<file path="src/rtl/sfq_xort_stim_driver.sv">
// Sequencer upstream of an SFQ XOR-T cell: queues (a,b) operand pairs and replays
// them as cycle-spaced, toggle-encoded edges on a, b and sfq_clk.
module sfq_xort_stim_driver #(
    parameter int GAP_AB_CYC       = 8,
    parameter int GAP_DATA_CLK_CYC = 12,
    parameter int GAP_CLK_DATA_CYC = 12,
    parameter int DEPTH            = 4,
    parameter int CNT_W            = 16
) (
    input  logic             clk,
    input  logic             rst_n,
    input  logic             in_valid,
    input  logic             in_a,
    input  logic             in_b,
    output logic             in_ready,
    output logic             a,
    output logic             b,
    output logic             sfq_clk,
    output logic             exp_out,
    output logic             busy,
    output logic [CNT_W-1:0] period_cnt
);
    localparam int PTR_W = (DEPTH > 1) ? $clog2(DEPTH) : 1;
    localparam int GAP_W = 16;

    // Load values are (gap - 1) with a zero gap saturating to a load of 0.
    localparam logic [GAP_W-1:0] AB_LD = GAP_W'((GAP_AB_CYC > 1) ? GAP_AB_CYC - 1 : 0);
    localparam logic [GAP_W-1:0] DC_LD = GAP_W'((GAP_DATA_CLK_CYC > 1) ? GAP_DATA_CLK_CYC - 1 : 0);
    localparam logic [GAP_W-1:0] CD_LD = GAP_W'((GAP_CLK_DATA_CYC > 1) ? GAP_CLK_DATA_CYC - 1 : 0);
    localparam logic [PTR_W:0]   FULL_CNT = (PTR_W+1)'(DEPTH);

    typedef enum logic [2:0] {
        IDLE, EMIT_A, WAIT_AB, EMIT_B, WAIT_DC, EMIT_CLK
    } state_t;

    state_t state, state_nxt;

    logic [1:0]       mem [DEPTH];
    logic [PTR_W-1:0] wr_ptr, rd_ptr;
    logic [PTR_W:0]   count, count_nxt;
    logic             push, pop, empty;
    logic [GAP_W-1:0] gap_cnt, gap_nxt, holdoff, holdoff_nxt;
    logic             cur_a, cur_b;
    logic             tog_a, tog_b, tog_clk;

    assign empty = (count == '0);
    assign push  = in_valid && in_ready;
    assign busy  = (state != IDLE) || !empty;

    always_comb begin
        count_nxt = count;
        if (push && !pop)
            count_nxt = count + (PTR_W+1)'(1);
        else if (pop && !push)
            count_nxt = count - (PTR_W+1)'(1);
    end

    // Wait states spend (load) cycles, so edge-to-edge spacing equals the gap.
    always_comb begin
        state_nxt   = state;
        gap_nxt     = gap_cnt;
        pop         = 1'b0;
        tog_a       = 1'b0;
        tog_b       = 1'b0;
        tog_clk     = 1'b0;
        holdoff_nxt = (holdoff != '0) ? holdoff - GAP_W'(1) : '0;
        unique case (state)
            IDLE: begin
                // The pop cycle is itself the last holdoff cycle.
                if (!empty && holdoff <= GAP_W'(1)) begin
                    pop = 1'b1;
                    if (mem[rd_ptr][1])
                        state_nxt = EMIT_A;
                    else if (mem[rd_ptr][0])
                        state_nxt = EMIT_B;
                    else
                        state_nxt = EMIT_CLK;
                end
            end
            EMIT_A: begin
                tog_a = 1'b1;
                if (cur_b) begin
                    gap_nxt   = AB_LD;
                    state_nxt = (AB_LD == '0) ? EMIT_B : WAIT_AB;
                end else begin
                    gap_nxt   = DC_LD;
                    state_nxt = (DC_LD == '0) ? EMIT_CLK : WAIT_DC;
                end
            end
            WAIT_AB: begin
                gap_nxt = gap_cnt - GAP_W'(1);
                if (gap_cnt <= GAP_W'(1))
                    state_nxt = EMIT_B;
            end
            EMIT_B: begin
                tog_b     = 1'b1;
                gap_nxt   = DC_LD;
                state_nxt = (DC_LD == '0) ? EMIT_CLK : WAIT_DC;
            end
            WAIT_DC: begin
                gap_nxt = gap_cnt - GAP_W'(1);
                if (gap_cnt <= GAP_W'(1))
                    state_nxt = EMIT_CLK;
            end
            EMIT_CLK: begin
                tog_clk     = 1'b1;
                holdoff_nxt = CD_LD;
                state_nxt   = IDLE;
            end
            default: state_nxt = IDLE;
        endcase
    end

    always_ff @(posedge clk or negedge rst_n) begin
        if (!rst_n) begin
            state      <= IDLE;
            gap_cnt    <= '0;
            holdoff    <= '0;
            cur_a      <= 1'b0;
            cur_b      <= 1'b0;
            a          <= 1'b0;
            b          <= 1'b0;
            sfq_clk    <= 1'b0;
            exp_out    <= 1'b0;
            period_cnt <= '0;
            wr_ptr     <= '0;
            rd_ptr     <= '0;
            count      <= '0;
            in_ready   <= 1'b0;
        end else begin
            state    <= state_nxt;
            gap_cnt  <= gap_nxt;
            holdoff  <= holdoff_nxt;
            count    <= count_nxt;
            in_ready <= (count_nxt != FULL_CNT);
            if (push)
                wr_ptr <= wr_ptr + PTR_W'(1);
            if (pop) begin
                rd_ptr         <= rd_ptr + PTR_W'(1);
                {cur_a, cur_b} <= mem[rd_ptr];
            end
            if (tog_a)
                a <= ~a;
            if (tog_b)
                b <= ~b;
            if (tog_clk) begin
                sfq_clk    <= ~sfq_clk;
                exp_out    <= exp_out ^ cur_a ^ cur_b;
                period_cnt <= period_cnt + CNT_W'(1);
            end
        end
    end

    always_ff @(posedge clk) begin
        if (push)
            mem[wr_ptr] <= {in_a, in_b};
    end
endmodule

</file>
<file path="config.mk">
export PLATFORM = sky130hd
export DESIGN_NAME = sfq_xort_stim_driver
export DESIGN_NICKNAME = d
export VERILOG_FILES = /design/src/rtl/sfq_xort_stim_driver.sv
export SDC_FILE = /design/constraint.sdc
export NUM_CORES = 1
export LEC_CHECK = 0
export CORE_MARGIN = 2
export CORE_UTILIZATION = 50
export DETAILED_ROUTE_END_ITERATION = 6
export GPL_ROUTABILITY_DRIVEN = 0
export PLACE_DENSITY = 0.66
export SKIP_CTS_REPAIR_TIMING = 1
export SKIP_LAST_GASP = 1
export SLEW_MARGIN = 20
export SYNTH_ARGS = -nofsm -noshare
export SYNTH_HDL_FRONTEND = slang
export SYNTH_SLANG_ARGS = --single-unit
</file>
<file path="constraint.sdc">
create_clock -name clk -period 5.9 [get_ports clk]
set_input_delay 0.885 -clock clk [delete_from_list [all_inputs] [get_ports clk]]
set_output_delay 0.885 -clock clk [all_outputs]
set_load 0.1 [all_outputs]
</file>
# ---- Word-level counts from Yosys, hierarchy flattened
# Memory sizes are Yosys's and may differ from the RTL's.
# Index checks and enable logic that the tools add are counted.
# Widths: inputs -> output; s select.
dict set report totals {
  regBits 65
  mem_bits_rw 8
  word_cells 73
  mem_count 1
}
# memory depth word_bits rd rd_ports_with_merged_regs wr line_no
set mem_list {}
lappend mem_list {mem 4 2 1 0 1 38} ;# logic [1:0] mem [DEPTH];
dict set report op_classes {
  add_sub_neg 7
  magnitude_cmp 2
  eq_ne 9
  muxes 20
  bitwise 5
  n_reduce_logical 15
}
# operator count
set op_table {}
lappend op_table {{$pmux 16 s3} 1}
lappend op_table {{$le 16x1->1 const B} 2}
lappend op_table {{$mux 16} 2}
lappend op_table {{$sub 16x1->16 const B} 2}
lappend op_table {{$mux 3} 8}
lappend op_table {{$add 16x1->16 const B} 1}
lappend op_table {{$reduce_bool 16->1} 1}
lappend op_table {{$pmux 3 s5} 1}
lappend op_table {{$mux 1} 7}
lappend op_table {{$eq 3x2->1 const B} 2}
lappend op_table {{$eq 3x3->1 const B} 2}
lappend op_table {{$logic_not 3->1} 2}
lappend op_table {{$ne 2x2->1 const B} 3}
lappend op_table {{$reduce_bool 3->1} 2}
lappend op_table {{$add 2x1->2 const B} 2}
lappend op_table {{$logic_and 1x1->1} 4}
lappend op_table {{$mux 4} 1}
lappend op_table {{$add 3x1->3 const B} 1}
lappend op_table {{$eq 3x1->1 const B} 1}
lappend op_table {{$logic_not 1->1} 3}
lappend op_table {{$ne 3x3->1 const B} 1}
lappend op_table {{$not 1->1} 3}
lappend op_table {{$reduce_and 3->1} 1}
lappend op_table {{$sub 3x1->3 const B} 1}
lappend op_table {{other kinds (3)} 4}

# ---- Logic depth before layout (Yosys ltp)
dict set report logic_depth {
  depth_word 9
  depth_mapped 7
}

# ---- Worst setup path before layout
# OpenSTA, ideal clock, no wires.
dict set report synth_path {
  path_kind {register -> output}
  start {register state[1]}
  end {output busy}
  arrival_ns 1.436
  t_required_ns 5.015
  setup_slack_ns 3.579
  path_stages_with_launch 4
  cell_sequence {dfrtp_1 buf_2 nor3_1 nand2_1}
}
dict set report synth_via {
  elab_chain_len 2
}
# item line_no
set synth_rtl {}
lappend synth_rtl {{start: declaration} 36} ;# state_t state, state_nxt;
lappend synth_rtl {{start signal: assignment} 131} ;# state <= state_nxt;
lappend synth_rtl {{$reduce_bool 3->1} 48} ;# assign busy = (state != IDLE) || !empty;
lappend synth_rtl {{$logic_or 1x1->1} 48}
lappend synth_rtl {{end: declaration} 20} ;# output logic busy,
# Every way passes these cells.

# ---- Final worst setup path
dict set report layout_path {
  start {register state[2]}
  end {output busy}
}
# Same word-level chain as after synthesis.

==> key figures <==
Run status
  • Status: finished clean

Timing
  • Period utilisation layout: 62.0%
  • Final Skew: 0.0115 ns
  • Final hold vios: 0
  • Min Hold Slack: 0.475 ns
  • Slew @ Worst Pin: 0.980 ns
  • Max Transition Viols Final: 0
  • Setup ws final: 2.24 ns
  • Slew headroom: 34.5%
  • Min cycle time layout: 3.66 ns
  • Setup_tns: 0 ns
  • RSZ-0062 raised after global routing: false
  • Fmax: 273 MHz
  • # setup viols final: 0

Setup path
  • CP Launch Type: flop
  • CP startpoint: state[2]$_DFFE_PN0P_
  • Crit end category: primary output
  • Worst path arrival time: 2.77 ns
  • Slowest stage delay, CP: 1.15 ns
  • Crit path max-delay family: buffers and inverters
  • Critical path's slowest cell: clkdlybuf4s50_1
  • CP bufs+invs: 1
  • Peak fanout along the critical path: 29
  • RR Startpoint: state[2]$_DFFE_PN0P_
  • Crit Path Class: reg2out
  • Critical-path cell list: nor3_1 > nand2_1 > clkdlybuf4s50_1
  • Worst-case reg-to-reg path depth: 5
  • Worst EP required: 5.02 ns
  • R2R Path End: period_cnt[13]$_DFFE_PN0P_
  • Internal reg-to-reg setup slack: 3.45 ns

Yosys
  • Post-Synthesis Cell Area: 3780 um2
  • Seq/Total Area, Yosys: 49.4%
  • Yosys warnings: 0
  • Number of synthesized flops with an enable pin: 8
  • Post-synth top area share: 43.0%
  • Syn Inst Count: 368
  • Fraction of registers with async set/reset: 89.0%
  • Flops & latches, synth: 73
  • Syn avg cell area: 10.3 um2
  • Cell taking the most area after synthesis: dfrtp_1
  • Synth cell types: 50
  • Syn Nets: 386
  • Post-synth top flop: dfrtp_1
  • Top area cells in the synthesized netlist: dfrtp_1, xnor2_1, edfxtp_1, ha_1, nor2_1

Routing
  • Vias: 2763
  • Routed Antenna Nets: 0
  • Residual DRC: 0
  • Mean routed wirelength per cell: 14.2 um
  • Drt pass-1 iters: 4
  • Routed wire length: 7.09 mm
  • Initial drt markers: 127
  • Vias per cell: 5.54

Cells and area
  • Final std cells w/o fill: 499
  • Antenna Cells: 0
  • Layout Nets: 413
  • Area delta synth->final: 14.0%
  • Layout cell share with drive strength beyond 1: 8.50%

Worst hold path
  • Hold path startpoint: period_cnt[15]$_DFFE_PN0P_
  • Hold depth: 1
  • Worst Hold End: period_cnt[15]$_DFFE_PN0P_
  • Hold WC Path Type: reg2reg

Flow run
  • Max_cap viols: 0

Die
  • Die H: 91.0 um
  • IO Pins: 27
  • Die width: 91.0 um
  • CORE AREA: 7290 um2
  • Die area: 8270 um2
  • Starting Density: 51.9%
  • FP Rows: 31

Clock network
  • CTS Buf Count: 9
  • Clock Latency Late Sink: 0.35 ns
  • CTS clk-pin slew, worst paths: 0.08 ns
  • CTS max path bufs: 2
  • CTS tree: yes
  • CTS root buffer: clkbuf_8
  • Clk sinks: 73
  • H-tree Lvls: 3

Power
  • Maximum VDD drop: 0.261 mV
  • Pleak: 0.00176 uW
  • P per Cell Area: 367 nW/um2

Place
  • DP HPWL: 4.96 mm
  • Placed insts: 483
  • IO Port Bufs: 26
  • Worst slack at placement: 2.66 ns

Global route
  • GRT Residual Overflow: 0
  • Vias in the first global route: 2667
  • First-pass GRT wire length: 12.1 mm
  • GRT Overall Usage: 18.1%
  • Initial antenna violation count: 0
  • Largest net degree at the start of global routing: 66
state kept, by name, summed over array words and instances, names as in the netlist:
register,flops
sfq_clk,1
holdoff,16
in_ready,1
wr_ptr,2
state,3
rd_ptr,2
a,1
b,1
cur_b,1
count,3
cur_a,1
exp_out,1
gap_cnt,16
mem,8
period_cnt,16
worst reg2reg max path: cells and delay by family, from the launching register on:
kind                      cells  cell delay (ns)
xor gates and xnor gates      1             0.13
DFF                           1             0.88
and+or+nand+nor               4             1.33
synthesized netlist by cell type, types with 2 or more instances:
library cell / number
a211oi_1: 2
a21oi_1: 16
a221oi_1: 2
a22oi_1: 2
a31oi_1: 2
a32oi_1: 2
and2_1: 3
and3_1: 8
and3b_1: 2
and4_1: 2
buf_1: 2
buf_2: 3
clkbuf_1: 6
dfrtp_1: 65
edfxtp_1: 8
ha_1: 13
inv_1: 11
mux2_2: 2
mux4_2: 2
nand2_1: 30
nand2b_1: 4
nand3_1: 13
nand3b_1: 3
nand4_1: 11
nand4bb_1: 2
nor2_1: 35
nor2b_1: 3
nor3_1: 13
nor3b_1: 3
nor4_1: 9
nor4_4: 2
o211ai_1: 4
o21ai_0: 19
o221ai_1: 2
o31a_1: 2
or2_2: 2
or3_1: 2
or3_2: 2
or4_4: 2
xnor2_1: 34
xor2_1: 9
logic make-up after synthesis:
group	Yosys count	share of synthesized area (%)
mux	4	1.79
compound gates	57	9.43
xor+xnor	43	9.96
fa+ha+maj	13	4.30
buf+inv	22	2.28
flops	73	49.4
simple gates	156	22.9
layout by cell type, fill, tap and decap left out, types with 3 or more instances in the layout:
cell / instances
dfrtp_1: 65
nor2_1: 35
xnor2_1: 34
nand2_1: 30
clkdlybuf4s50_1: 25
o21ai_0: 19
a21oi_1: 16
nor3_1: 13
nand3_1: 13
ha_1: 13
inv_1: 11
nand4_1: 11
clkbuf_8: 11
nor4_1: 9
xor2_1: 9
and3_1: 8
edfxtp_1: 8
o211ai_1: 4
nand2b_1: 4
and2_1: 3
nor2b_1: 3
nand3b_1: 3
nor3b_1: 3
power breakdown:
group / total (uW) / switching (uW) / internal [uW]
Sequential: 759 / 139 / 620
Combinational: 456 / 260 / 196
Clock: 367 / 190 / 177
Total: 1580 / 589 / 993
layer usage:
layer / routed length [um] / GRT usage [%] / up-vias
li1: - / - / 1369
met1: 3440 / 24.3 / 1334
met2: 3290 / 28.8 / 47
met3: 209 / 2.90 / 13
met4: 152 / 8.59 / 0
met5: 0 / 0 / -
metrics by stage:
stage	util, %	total power (uW)	instance area (um2)
after detailed placement	56.5	1230	4120
after global placement	56.5	1210	4120
after global routing	59.1	1690	4310
after floorplan	-	1110	3780
after CTS	59.1	1590	4310
final	59.1	1580	4310
how the worst max path moves through the flow:
stage,end,slack [ns],depth (start not counted)
final,busy,2.24,3
after CTS,busy,2.26,3
after global routing,busy,2.09,3
after floorplan,busy,3.58,3
after detailed placement,busy,2.66,3
after global placement,busy,2.72,3
area by class of cell:
| type | instances | area (um2) |
|---|---|---|
| Timing Repair Buffer | 27 | 263 |
| Tap cell | 99 | 124 |
| Sequential cell | 73 | 1870 |
| Clock buffer | 11 | 151 |
| Fill cell | 650 | 2980 |
| Multi-Input combinational cell | 273 | 1830 |
| Inverter | 11 | 41.3 |
| Clock inverter | 5 | 37.5 |
Note: power is estimated with default switching activity, not from simulation.
==> edit: new RTL, config.mk and constraints unchanged <==
Make the reset (`rst_n`) synchronous in one clocked block.
--- a/src/rtl/sfq_xort_stim_driver.sv
+++ b/src/rtl/sfq_xort_stim_driver.sv
@@ -111,7 +111,7 @@
         endcase
     end
 
-    always_ff @(posedge clk or negedge rst_n) begin
+    always_ff @(posedge clk) begin
         if (!rst_n) begin
             state      <= IDLE;
             gap_cnt    <= '0;
Function: differs if rst_n is asserted again (counterexample within 4 cycles, from zero or initial values and one cycle with rst_n low); with rst_n held inactive, the same outputs for 10 cycles.
==> edit against the original RTL <==
Total power up 29%. Sequential share of layout area decreased by 3.9 points. Worst setup slack improved by 0.41 ns. Area after synthesis is 7.3% lower. Die area fell by 7.0%. Clock skew decreased by 0.0014 ns. Via count is 0.36% lower. Register-to-register slack got worse by 0.10 ns. Sequential cell count increased by 2. Cell area decreased by 7.0%. Wire length decreased by 6.9%. Largest cell class is now multi-input gates.
==> edit: results <==
set metrics [dict create \
    ir_drop_mv 0.251 \
    grt_max_degree 47 \
    antenna_found_initial 0 \
    layout.nets 439 \
    ys_warn_count 0 \
    hpwl_microns 4440 \
    post_synth_num_cell_types 46 \
    met3_length_microns 209 \
    seq_area_frac_synth_pct 45.1 \
    num_antenna_cells 0 \
    hold_path_depth 2 \
    hold_path_class "register to register" \
    path_max_fanout 5 \
    dr.pass1.iters 4 \
    io_buffers 26 \
    globalRouteTotalUtil_pct 18.3 \
    met2_length_microns 3030 \
    slew_headroom_pct 34.2 \
    use_met2_pct 29.3 \
    avgViaCountPerCell 5.26 \
    worst_r2r_path_depth 8 \
    clockBufferDepth 2 \
    cp.arrival_ns 2.37 \
    cts_root_buffer "clkbuf_8" \
    synth_xor_area_share_pct 8.75 \
    netlist_top_cells_area "dfxtp_1, nor2_1, edfxtp_1, xnor2_1, ha_1" \
    clkTransAtPathRegs_ns 0.08 \
    met1_usage_pct 23.8 \
    async_flop_share_pct 0 \
    clock_skew_ns 0.0101 \
    p_leak_nw 1.46 \
    syn_nets 417 \
    clock_latency_ns 0.34 \
    layout-drive-gt1-share_pct 5.62 \
    grt_pass1_vias 2530 \
    dp_slack_ns 3.01 \
    drt_iter0_markers 139 \
    gr-usage-met3_pct 4.71 \
    yosys-top-cells-count "dfxtp_1, nor2_1, nand2_1" \
    cts_made_buffers 9 \
    wl_met1_microns 3270 \
    synth_fa_ha_area_share_pct 4.57 \
    status "complete, no violations" \
    reg.largest.list "gap_cnt: 16 flops, holdoff: 16 flops, period_cnt: 16 flops" \
    die_w_microns 87.7 \
    syn_inst 400 \
    grt_pass1_wl_microns 11200 \
    synth_compound_area_share_pct 10.9 \
    htreeDepth 3 \
    synthMuxAreaShare_pct 2.43 \
    wl_per_cell_microns 12.6 \
]
-- edit: cell count changes after synthesis, sizes merged, moves of 6 or more --
| cell | change |
|---|---|
| a21oi | +8 |
| clkbuf | +6 |
| dfrtp | -65 |
| dfxtp | +67 |
| nand3 | -6 |
| nand4 | -7 |
| nor2 | +30 |
| nor3 | +7 |
| or3 | +7 |
| xnor2 | -14 |
| xor2 | +6 |
-- edit: critical path, cell delays in order (launching register included) --
cell             delay, ns
dfxtp_1               0.35
inv_1                 0.11
ha_1                  0.20
nor2b_1               0.14
nand2_1               0.09
clkdlybuf4s50_1       1.13
-- edit: final timing paths --
check             slack [ns]        endpoint      startpoint
setup / recovery        2.65            busy        count[0]
hold reg to reg         0.49  period_cnt[15]  period_cnt[15]
setup reg to reg        3.35        in_ready        count[0]
hold / removal          0.49  period_cnt[15]  period_cnt[15]
-- edit: stage by stage --
| step | instances | area, sq um | hold slack, ns |
|---|---|---|---|
| final | 523 | 4010 | 0.493 |
| after global routing | 523 | 4010 | 0.518 |
| after CTS | 523 | 4010 | 0.491 |
| after detailed placement | 507 | 3830 | 0.478 |
| after global placement | 507 | 3830 | 0.471 |
| after floorplan | 400 | 3500 | 0.443 |
-- edit: area by class of cell --
class | instances | area, sq um
fill | 601 | 2780
multi-input combinational | 299 | 1820
sequential | 75 | 1580
timing repair buffer | 26 | 260
clock buffer | 10 | 128
tap | 96 | 120
clock inverter | 6 | 56.3
inverter | 11 | 41.3
-- edit: logic make-up (layout without fill, tap and decap cells) --
family,count (synthesis),in the layout
compound gates,65,65
xor+xnor,35,35
fa+ha+maj,13,13
buf+inv,26,53
flops,75,75
mux,6,6
simple gates,180,180
-- edit: power breakdown --
part,switching [mW],internal (mW),total [mW]
registers,0.126,0.628,0.753
logic,0.559,0.349,0.909
clock network,0.185,0.191,0.376
